<file path="src/rtl/cnn_pkg.sv">
// Shared constants, pixel type and window indexing helper for the CNN front end.
package cnn_pkg;

  localparam int DATA_WIDTH = 16;
  localparam int K          = 3;

  typedef logic [DATA_WIDTH-1:0] pixel_t;

  // Flat element index of window position (r,c); r=0 is the oldest row, c=0 the leftmost column.
  function automatic int win_idx(input int r, input int c, input int k = K);
    return r * k + c;
  endfunction

endpackage

</file>
<file path="src/rtl/line_buffer.sv">
// One image line of delay: a DEPTH-long shift chain advanced on every accepted pixel.
module line_buffer
  import cnn_pkg::*;
#(
  parameter int WIDTH = DATA_WIDTH,
  parameter int DEPTH = 8
) (
  input  logic             clk,
  input  logic             rst,
  input  logic             ce,
  input  logic [WIDTH-1:0] data_in,
  output logic [WIDTH-1:0] data_out
);

  logic [WIDTH-1:0] taps_r [DEPTH];

  // Shift the chain by one position whenever a pixel is accepted.
  always_ff @(posedge clk or negedge rst) begin
    if (!rst) begin
      for (int i = 0; i < DEPTH; i++) begin
        taps_r[i] <= '0;
      end
    end else if (ce) begin
      taps_r[0] <= data_in;
      for (int i = 1; i < DEPTH; i++) begin
        taps_r[i] <= taps_r[i-1];
      end
    end
  end

  assign data_out = taps_r[DEPTH-1];

endmodule

</file>
<file path="src/rtl/window_generator.sv">
// Sliding KxK window generator over a row-major pixel stream, with line buffers
// providing the rows above the current one.
module window_generator #(
  parameter int DATA_WIDTH = cnn_pkg::DATA_WIDTH,
  parameter int K          = cnn_pkg::K,
  parameter int IMG_W      = 8,
  parameter int IMG_H      = 6
) (
  input  logic                      clk,
  input  logic                      rst,
  input  logic                      ce,
  input  logic                      in_valid,
  input  logic [DATA_WIDTH-1:0]     data_in,
  output logic [K*K*DATA_WIDTH-1:0] win,
  output logic                      out_valid,
  output logic                      frame_done
);

  import cnn_pkg::*;

  localparam int CW = $clog2(IMG_W);
  localparam int RW = $clog2(IMG_H);

  logic [CW-1:0]             col_r;
  logic [RW-1:0]             row_r;
  logic                      accept_s;
  logic                      last_col_s;
  logic                      last_row_s;
  logic                      in_win_s;
  logic [DATA_WIDTH-1:0]     lb_in_s  [K-1];
  logic [DATA_WIDTH-1:0]     lb_out_s [K-1];
  logic [DATA_WIDTH-1:0]     col_s    [K];
  logic [K*K*DATA_WIDTH-1:0] win_r;
  logic [K*K*DATA_WIDTH-1:0] win_nxt_s;
  logic                      out_valid_r;
  logic                      frame_done_r;

  assign accept_s   = ce & in_valid;
  assign last_col_s = (col_r == CW'(IMG_W - 1));
  assign last_row_s = (row_r == RW'(IMG_H - 1));
  assign in_win_s   = (row_r >= RW'(K - 1)) && (col_r >= CW'(K - 1));

  // Chain of K-1 line buffers: buffer 0 takes the live pixel, each later one the previous output.
  for (genvar n = 0; n < K - 1; n++) begin : g_lb
    if (n == 0) begin : g_first
      assign lb_in_s[n] = data_in;
    end else begin : g_next
      assign lb_in_s[n] = lb_out_s[n-1];
    end
    line_buffer #(
      .WIDTH (DATA_WIDTH),
      .DEPTH (IMG_W)
    ) u_lb (
      .clk      (clk),
      .rst      (rst),
      .ce       (accept_s),
      .data_in  (lb_in_s[n]),
      .data_out (lb_out_s[n])
    );
  end

  // New right-hand column, oldest row at the top, live pixel at the bottom.
  for (genvar r = 0; r < K; r++) begin : g_col
    if (r == K - 1) begin : g_live
      assign col_s[r] = data_in;
    end else begin : g_buf
      assign col_s[r] = lb_out_s[K-2-r];
    end
  end

  // Next window: every column moves one step left, the new column enters on the right.
  for (genvar r = 0; r < K; r++) begin : g_row
    for (genvar c = 0; c < K; c++) begin : g_elem
      localparam int DST = win_idx(r, c, K);
      if (c < K - 1) begin : g_shift
        localparam int SRC = win_idx(r, c + 1, K);
        assign win_nxt_s[DST*DATA_WIDTH +: DATA_WIDTH] = win_r[SRC*DATA_WIDTH +: DATA_WIDTH];
      end else begin : g_new
        assign win_nxt_s[DST*DATA_WIDTH +: DATA_WIDTH] = col_s[r];
      end
    end
  end

  // Position of the next pixel to be accepted, wrapping at line and frame end.
  always_ff @(posedge clk or negedge rst) begin
    if (!rst) begin
      col_r <= '0;
      row_r <= '0;
    end else if (accept_s) begin
      if (last_col_s) begin
        col_r <= '0;
        row_r <= last_row_s ? '0 : row_r + RW'(1);
      end else begin
        col_r <= col_r + CW'(1);
      end
    end
  end

  // Window register and status flags; idle enabled cycles drop the flags, ce=0 freezes everything.
  always_ff @(posedge clk or negedge rst) begin
    if (!rst) begin
      win_r        <= '0;
      out_valid_r  <= 1'b0;
      frame_done_r <= 1'b0;
    end else if (ce) begin
      if (in_valid) begin
        win_r        <= win_nxt_s;
        out_valid_r  <= in_win_s;
        frame_done_r <= last_col_s & last_row_s;
      end else begin
        out_valid_r  <= 1'b0;
        frame_done_r <= 1'b0;
      end
    end
  end

  assign win        = win_r;
  assign out_valid  = out_valid_r;
  assign frame_done = frame_done_r;

endmodule

</file>
<file path="config.mk">
export PLATFORM = sky130hd
export DESIGN_NAME = window_generator
export DESIGN_NICKNAME = d
export VERILOG_FILES = /design/src/rtl/cnn_pkg.sv /design/src/rtl/line_buffer.sv /design/src/rtl/window_generator.sv
export SDC_FILE = /design/constraint.sdc
export NUM_CORES = 1
export LEC_CHECK = 0
export ABC_AREA = 1
export CORE_MARGIN = 2
export CORE_UTILIZATION = 31
export DETAILED_ROUTE_END_ITERATION = 12
export GPL_TIMING_DRIVEN = 0
export MAX_ROUTING_LAYER = met4
export PLACE_DENSITY_LB_ADDON = 0.2
export SYNTH_ARGS = -nofsm -noshare
export SYNTH_HDL_FRONTEND = slang
export SYNTH_SLANG_ARGS = --single-unit
export TNS_END_PERCENT = 5
</file>
<file path="constraint.sdc">
create_clock -name clk -period 1.6 [get_ports clk]
set_input_delay 0.32 -clock clk [delete_from_list [all_inputs] [get_ports clk]]
set_output_delay 0.32 -clock clk [all_outputs]
set_load 0.1 [all_outputs]
</file>
==> Yosys cells after proc, flatten, opt, wreduce, memory -nomap -nowiden <==
Index checks and enable logic that the tools add are counted.
Widths: inputs -> output; s select.
{ "classes": {"add_sub_neg": 2, "magnitude_cmp": 2, "n_mux": 4, "multipliers": 0, "shifts": 0, "div": 0, "n_reduce_logical": 3, "bitwise": 2, "n_eq_ne": 2} }
{ "op_table": {"columns": ["op", "n"], "rows": [
  ["$add 3x1->3 const B", 2],
  ["$eq 3x3->1 const B", 2],
  ["$ge 3x2->1 const B", 2],
  ["$mux 3", 2],
  ["$reduce_and 2->1", 2],
  ["$and 1x1->1", 2],
  ["$mux 1", 2],
  ["$logic_and 1x1->1", 1]
]} }
{ "totals": {"register_bits": 408, "latchBits": 0, "memories": 0, "output_inout_bits": 146, "mem_bits_ro": 0, "ramBits": 0} }

==> Longest topological paths before layout <==
Gate-level depths: netlist (run 1).
{ "logic_depth": {"ltp_word": 3, "ltp_mapped": 7} }

==> Cells and area by module <==
Synthesis (run 1) repeated with hierarchy kept, for this count alone.
{ "unflattened": {"cells_unflattened": 1723, "hier_area_um2": 15990.3} }
{ "modules_own_cells": {"columns": ["mod", "area_per_inst_um2", "cells_each", "n_inst"], "rows": [
  ["line_buffer", 5079.9, 557, 2],
  ["window_generator", 5830.6, 609, 1]
]} }

==> Worst setup path before layout (run 1) <==
No wires, ideal clock.
{ "synth_timing": {"path_type": "reg2reg", "startpoint": "reg win_r[32] (netlist: win[32])", "endpoint": "reg win_r[16] (netlist: win[16])", "setup_slack_ns": 0.348, "required_time_ns": 1.517, "n_path_buf": 0, "path_stages_with_launch": 3, "setup_ns": 0.083, "arrival_ns": 1.169, "cell_sequence": "dfrtp_1 > inv_1 > o21ai_0"} }
{ "synth_rtl": {"columns": ["element", "line_no", "text"], "rows": [
  ["start, declared", "window_generator.sv:33", "logic [K*K*DATA_WIDTH-1:0] win_r;"],
  ["start signal, assigned", "window_generator.sv:107", "win_r <= win_nxt_s;"]
]} }
No word-level cell between the ends.

==> Final worst setup path (run 1) <==
{ "layout_timing": {"startpoint": "reg win_r[77] (netlist: win[77])", "endpoint": "out win[77]"} }
{ "layout_rtl": {"columns": ["element", "line_no", "text"], "rows": [
  ["end, declared", "window_generator.sv:14", "output logic [K*K*DATA_WIDTH-1:0] win,"]
]} }
No word-level cell between the ends.

==> metrics, run 1 <==
Hold Slack=-0.2534 ns; Cells after Synth=roughly 1300; Port Buffers=165; Hold Crit Class=in -> async; fmax=a little over 600 MHz; # nets final=1568; Slew headroom=approximately 56%; Clock Skew=about 0.020 ns; post-route total power=28.04 mW; H-tree depth=2; critical path startpoint=win[77]; Area contributors post-synth=dfrtp_1, nand2_1, o21ai_0, buf_4, inv_1; Num CTS Buffers=36; mux cell area share after synthesis=0%; worst reg2reg path depth=6; Post-Syn Area=roughly 0.013 mm²; Seq/Total Area, Yosys=about 62%; complex-gate fraction of the synthesized area=7.478%; violated checks=negative hold slack, negative setup slack; Die Ht=204.9 µm; antenna viol nets, final=0; clk sink count=312; CP Cell Sequence=buf_6 -> buf_12; # setup viols final=1; CP Buf/Inv Count=2; clock period minus worst slack=1.607 ns; Vias=around 9100; antenna cells=0; Synth Area in Adders=0.2999%; crit-path max cell delay=0.47 ns; Final Max Tran Viols=0; first-pass GRT wire length=52430 µm; Crit Reg-Reg Startpoint=col_r[1]; DIE AREA=0.04200 mm²; drt pass-1 iters=4; vias per inst=4.369; DR iter-0 viols=523; Mapped Nets=1360; total track usage=16.72%; max cap viols=0; Slew @ Worst Pin=0.6621 ns; WP depth=2; Top Family by Delay on Critical Path=flip-flops; PwrDens=about 1700 mW/mm²; Root Driver=clkbuf_16; LEAKAGE=slightly above 8 nW; WL per Instance=16.00 µm; IO Pins=166; Max VDD drop=753.7 µV; DR DRC count=0; Slowest-stage cell, CP=dfrtp_2; RSZ-0062 raised after global routing=true; Setup Crit Path Kind=reg -> out; Synth Register Bits=312; core area=0.03982 mm²; CP Capture Type=primary output; status=complete, but fails checks; Final Hold Viols=105; Synth top area share=between 60% and 70%; vias in the first global route=about 9400; crit path DAT=1.29 ns; WP data required=between 1 and 1.5 ns; clk buf depth=3; # rows=73; synth-to-layout area growth=29.87%; Final Util=between 40% and 50%; grt ovf=0; share of post-route cells with drive strength above 1=a little under a quarter; die width=204.9 µm; largest net degree at the start of global routing=119; simple-gate portion of the synthesized area=between 15 and 20%; clk_lat worst skew=~0.52 ns; WL final=33420 µm; fin crit share=100.4%; initial antenna violation count=0; CP max FO=3; CTS tree=done; post-DP HPWL=23570 µm; startpoint types=flip-flop; Initial Util=31.43%; Mean Syn Cell Area=9.361 µm²; CTS clk-pin slew, worst paths=0.06 ns; Synth Area in XOR/XNOR=0%; cell taking the most area after synthesis=dfrtp_1; largest family of logic cells by synthesized area=simple AND/OR/NAND/NOR gates; Setup WS post-layout=-0.006896 ns; RePlAce Congestion=0.7690; Synth cell types=15; Warnings, synthesis=0
==> cell families (layout without fill, tap and decap cells) <==
kind of cell / after synthesis / in the layout
AOI/OAI and AO/OA: 187 / 187
and+or+nand+nor: 571 / 571
buffers and inverters: 264 / 491
adders and majority gates: 3 / 3
DFF: 312 / 312
==> stage by stage <==
step,area (µm²),worst slack [ns],instances,setup TNS (ns)
after CTS,16060,-0.02782,2089,-0.05319
after global placement,14820,-13.83,2027,-4425.41
after detailed placement,14880,-0.5396,2029,-162.51
final,16250,-0.006896,2089,-0.006896
after global routing,16250,-0.03278,2089,-0.03455
after floorplan,12520,0.3483,1337,0
==> registers in the layout, indices dropped and copies added, names as in the netlist <==
name                cells
out_valid               1
g_lb.u_lb.taps_r      128
g_lb.u_lb.data_out     32
frame_done              1
col_r                   3
row_r                   3
win                   144
==> metal layers <==
layer | track usage, % | up-vias | routed length [µm]
li1 | - | 4439 | -
met1 | 21.98 | 4491 | 15320
met2 | 27.06 | 150 | 16250
met3 | 2.482 | 47 | 1123
met4 | 4.496 | 0 | 731
met5 | - | - | 0
==> synth_stat cells (all sizes together) <==
master and n:
nand3 5, buf 146, nand2 561, nand4 1, nor2 4, dfrtp 312, inv 100, ha 3
clkbuf 18, o21ai 187
==> worst paths after layout <==
kind	end	slack (ns)
setup / recovery	win[77]	-0.007
min in group clk	win[143]	0.34
hold reg to reg	g_lb[1].u_lb.taps_r[30]	0.45
hold / removal	win[51]	-0.25
setup reg to reg	frame_done	0.33
max in group asynchronous	win[101]	0.44
==> what timing repair did <==
action | 4_1_cts | 5_1_grt
endpoints found under the setup margin | 153 | 84
resized for setup | 994 | 55
gates cloned | 0 | 0
setup buffers | 6 | 0
endpoints found under the hold margin | 105 | 105
==> power by group <==
group          internal, mW  total, mW  switching [mW]
sequential             9.46       10.5            1.08
clock                  4.54       7.66            3.12
combinational          2.75       9.85            7.10
==> worst reg2reg max path, delay by kind of cell, from the launching register on <==
family                   cells  cell delay [ns]
AND/OR/NAND/NOR              3             0.21
adder cells (fa/ha/maj)      2             0.40
flip-flops                   1             0.41
buffers and inverters        1             0.14
==> layout make-up <==
class	instances	area, µm²
flip-flops and latches	312	7826
clock buffers	55	1064
inverters	100	375.4
plain buffers	161	1237
repair buffers	173	1943
multi-input cells	761	3136
well taps	525	656.9
clock inverters	2	16.27
fillers	3993	23570
==> layout by cell type (no fill, tap or decap), types with 18 or more instances in the layout <==
cell type	synthesis	final
inv_1	99	99
clkdlybuf4s50_1	0	18
buf_4	102	150
o21ai_0	187	187
buf_2	21	21
dfrtp_1	312	297
buf_12	0	24
clkbuf_16	0	37
nand2_1	560	560
buf_6	23	92
clkbuf_1	18	27
Note: power is estimated with default switching activity, not from simulation.
==> run 2, diff against run 1 <==
--- a/config.mk
+++ b/config.mk
@@ -12,6 +12,7 @@
 export GPL_TIMING_DRIVEN = 0
 export MAX_ROUTING_LAYER = met4
 export PLACE_DENSITY_LB_ADDON = 0.2
+export SLEW_MARGIN = 20
 export SYNTH_ARGS = -nofsm -noshare
 export SYNTH_HDL_FRONTEND = slang
 export SYNTH_SLANG_ARGS = --single-unit
==> metrics, run 2 (synthesized netlist as in run 1, its figures left out) <==
status=complete, no violations; initial antenna violation count=1 (+1); clock period minus worst slack=1.593 ns (-0.01378 ns); Sum Neg Setup Slack=0 ns (+0.006896 ns); WL final=33900 µm (+1.4%); die width=204.9 µm (unchanged); crit path DAT=1.27 ns (-0.02 ns); met1 GRT Util=22.02% (+0.033 points); fmax=627.7 MHz (+0.86%); Slowest-stage cell, CP=dfrtp_2; Num CTS Buffers=36 (unchanged); Initial Util=31.43% (unchanged); Setup WS post-layout=0.006882 ns (+0.01378 ns); RSZ-0062 raised after global routing=true; busiest grt layer=met2; M2 GR Usage=27.22% (+0.16 points); antenna viol nets, final=0 (unchanged); Slew headroom=53.38% (-2.5 points); vias in the first global route=9425 (+0.60%); Hold Crit Class=in -> async; clk sink count=312 (unchanged); worst setup slack after placement=-0.5615 ns (-0.02195 ns); WP data required=1.28 ns (about the same); Setup Crit Path Kind=reg -> out; DR iter-0 viols=554 (+5.9%); Final Max Tran Viols=0 (unchanged); vias per inst=4.362 (-0.16%); max cap viols=0 (unchanged); Port Buffers=165 (unchanged); synth-to-layout area growth=31.70%; crit-path max cell delay=0.47 ns (about the same); core area=0.03982 mm² (unchanged); grt ovf=0 (unchanged); Root Driver=clkbuf_16; LEAKAGE=8.346 nW (+1.2%); Clock Skew=0.01116 ns (-0.008629 ns); Die Ht=204.9 µm (unchanged); clk_lat worst skew=0.51 ns (about the same); H-tree depth=2 (unchanged); CP max FO=3 (unchanged); Slew @ Worst Pin=0.6992 ns (+0.03717 ns); # rows=73 (unchanged); share of post-route cells with drive strength above 1=23.52% (+0.24 points); post-DP HPWL=23930 µm (+1.5%); post-route total power=28.59 mW (+2.0%); # nets final=1570 (+0.13%); commonest cells after routing, fill and taps aside=nand2_1, dfrtp_1, o21ai_0; DR DRC count=0 (unchanged); most common cell after layout, fill and taps aside=nand2_1; grt met3 use=2.529% (+0.048 points); PwrDens=1735 mW/mm² (+0.55%); CP Buf/Inv Count=2 (unchanged); IO Pins=166 (unchanged); total track usage=16.80% (+0.077 points); Largest register FFs=144 (unchanged); fin crit share=99.57% (-0.86 points); CTS clk-pin slew, worst paths=0.06 ns (about the same); Final Hold Viols=0 (-100%); Top Family by Delay on Critical Path=flip-flops; Vias=9139 (+0.13%); drt pass-1 iters=5 (+1); RePlAce Congestion=0.7690 (unchanged); CTS tree=done; DIE AREA=0.04200 mm² (unchanged); largest net degree at the start of global routing=91 (-24%); CP Cell Sequence=buf_6 -> buf_12; startpoint types=flip-flop; # setup viols final=0 (-1); CP Capture Type=primary output; clk buf depth=3 (unchanged); first-pass GRT wire length=52600 µm (+0.31%); Max VDD drop=786.5 µV (+4.4%); WL per Instance=16.18 µm (+1.2%)
==> run 2: cell types whose count changed in the layout (fill, tap and decap cells not counted), moves of 2 or more <==
cell,before,now
buf_16,2,4
buf_6,92,95
clkbuf_8,7,9
clkbuf_1,27,25
clkinv_2,0,3
bufinv_16,0,2
buf_12,24,29
buf_4,150,141
==> run 2: what timing repair did <==
item                       CTS  global route
hold buffers                 1             0
hold endpoints to repair    47             0
setup endpoints to repair  153           143
cloned                       0             1
gates resized for setup    999            67
buffers inserted             5             0
==> run 2: cell type report <==
class,instances,area [µm²]
diodes,1,2.502
plain buffers,160,1256
clock buffers,55,1084
clock inverters,5,75.07
fillers,4023,23340
inverters,100,375.4
multi-input cells,761,3136
flip-flops and latches,312,7825
well taps,525,656.9
repair buffers,176,2073
==> run 2: per-layer routing <==
| layer | wire (µm) | vias up |
|---|---|---|
| li1 | - | 4441 |
| met1 | 15440 | 4484 |
| met2 | 16500 | 169 |
| met3 | 1282 | 45 |
| met4 | 677 | 0 |
| met5 | 0 | - |
==> run 2: where the power goes <==
group / internal (mW) / total, mW / switching, mW
clock network: 4.95 / 8.10 / 3.15
registers: 9.46 / 10.5 / 1.08
logic: 2.83 / 9.95 / 7.12
total: 17.2 / 28.6 / 11.4
==> run 2: final timing paths <==
kind,depth (start not counted),slack (ns),to,from
worst max-delay path,2,0.007,win[75],win[75]
worst min-delay path,2,0.31,win[15],rst
worst max register to register,6,0.36,frame_done,col_r[1]
worst min register to register,2,0.46,g_lb[0].u_lb.taps_r[30],g_lb[0].u_lb.taps_r[46]
max in group asynchronous,4,0.24,win[127],rst
min in group clk,3,0.36,win[143],data_in[15]
==> run 2: stage by stage <==
step	hold slack (ns)	instances	util (%)	area [µm²]
6_report	0.3150	2095	41.39	16480
5_1_grt	0.3297	2095	41.39	16480
4_1_cts	0.3154	2093	40.71	16210
3_5_place_dp	0.2647	2031	37.51	14940
3_3_place_gp	0.4576	2027	37.23	14820
2_1_floorplan	0.02441	1337	-	12520
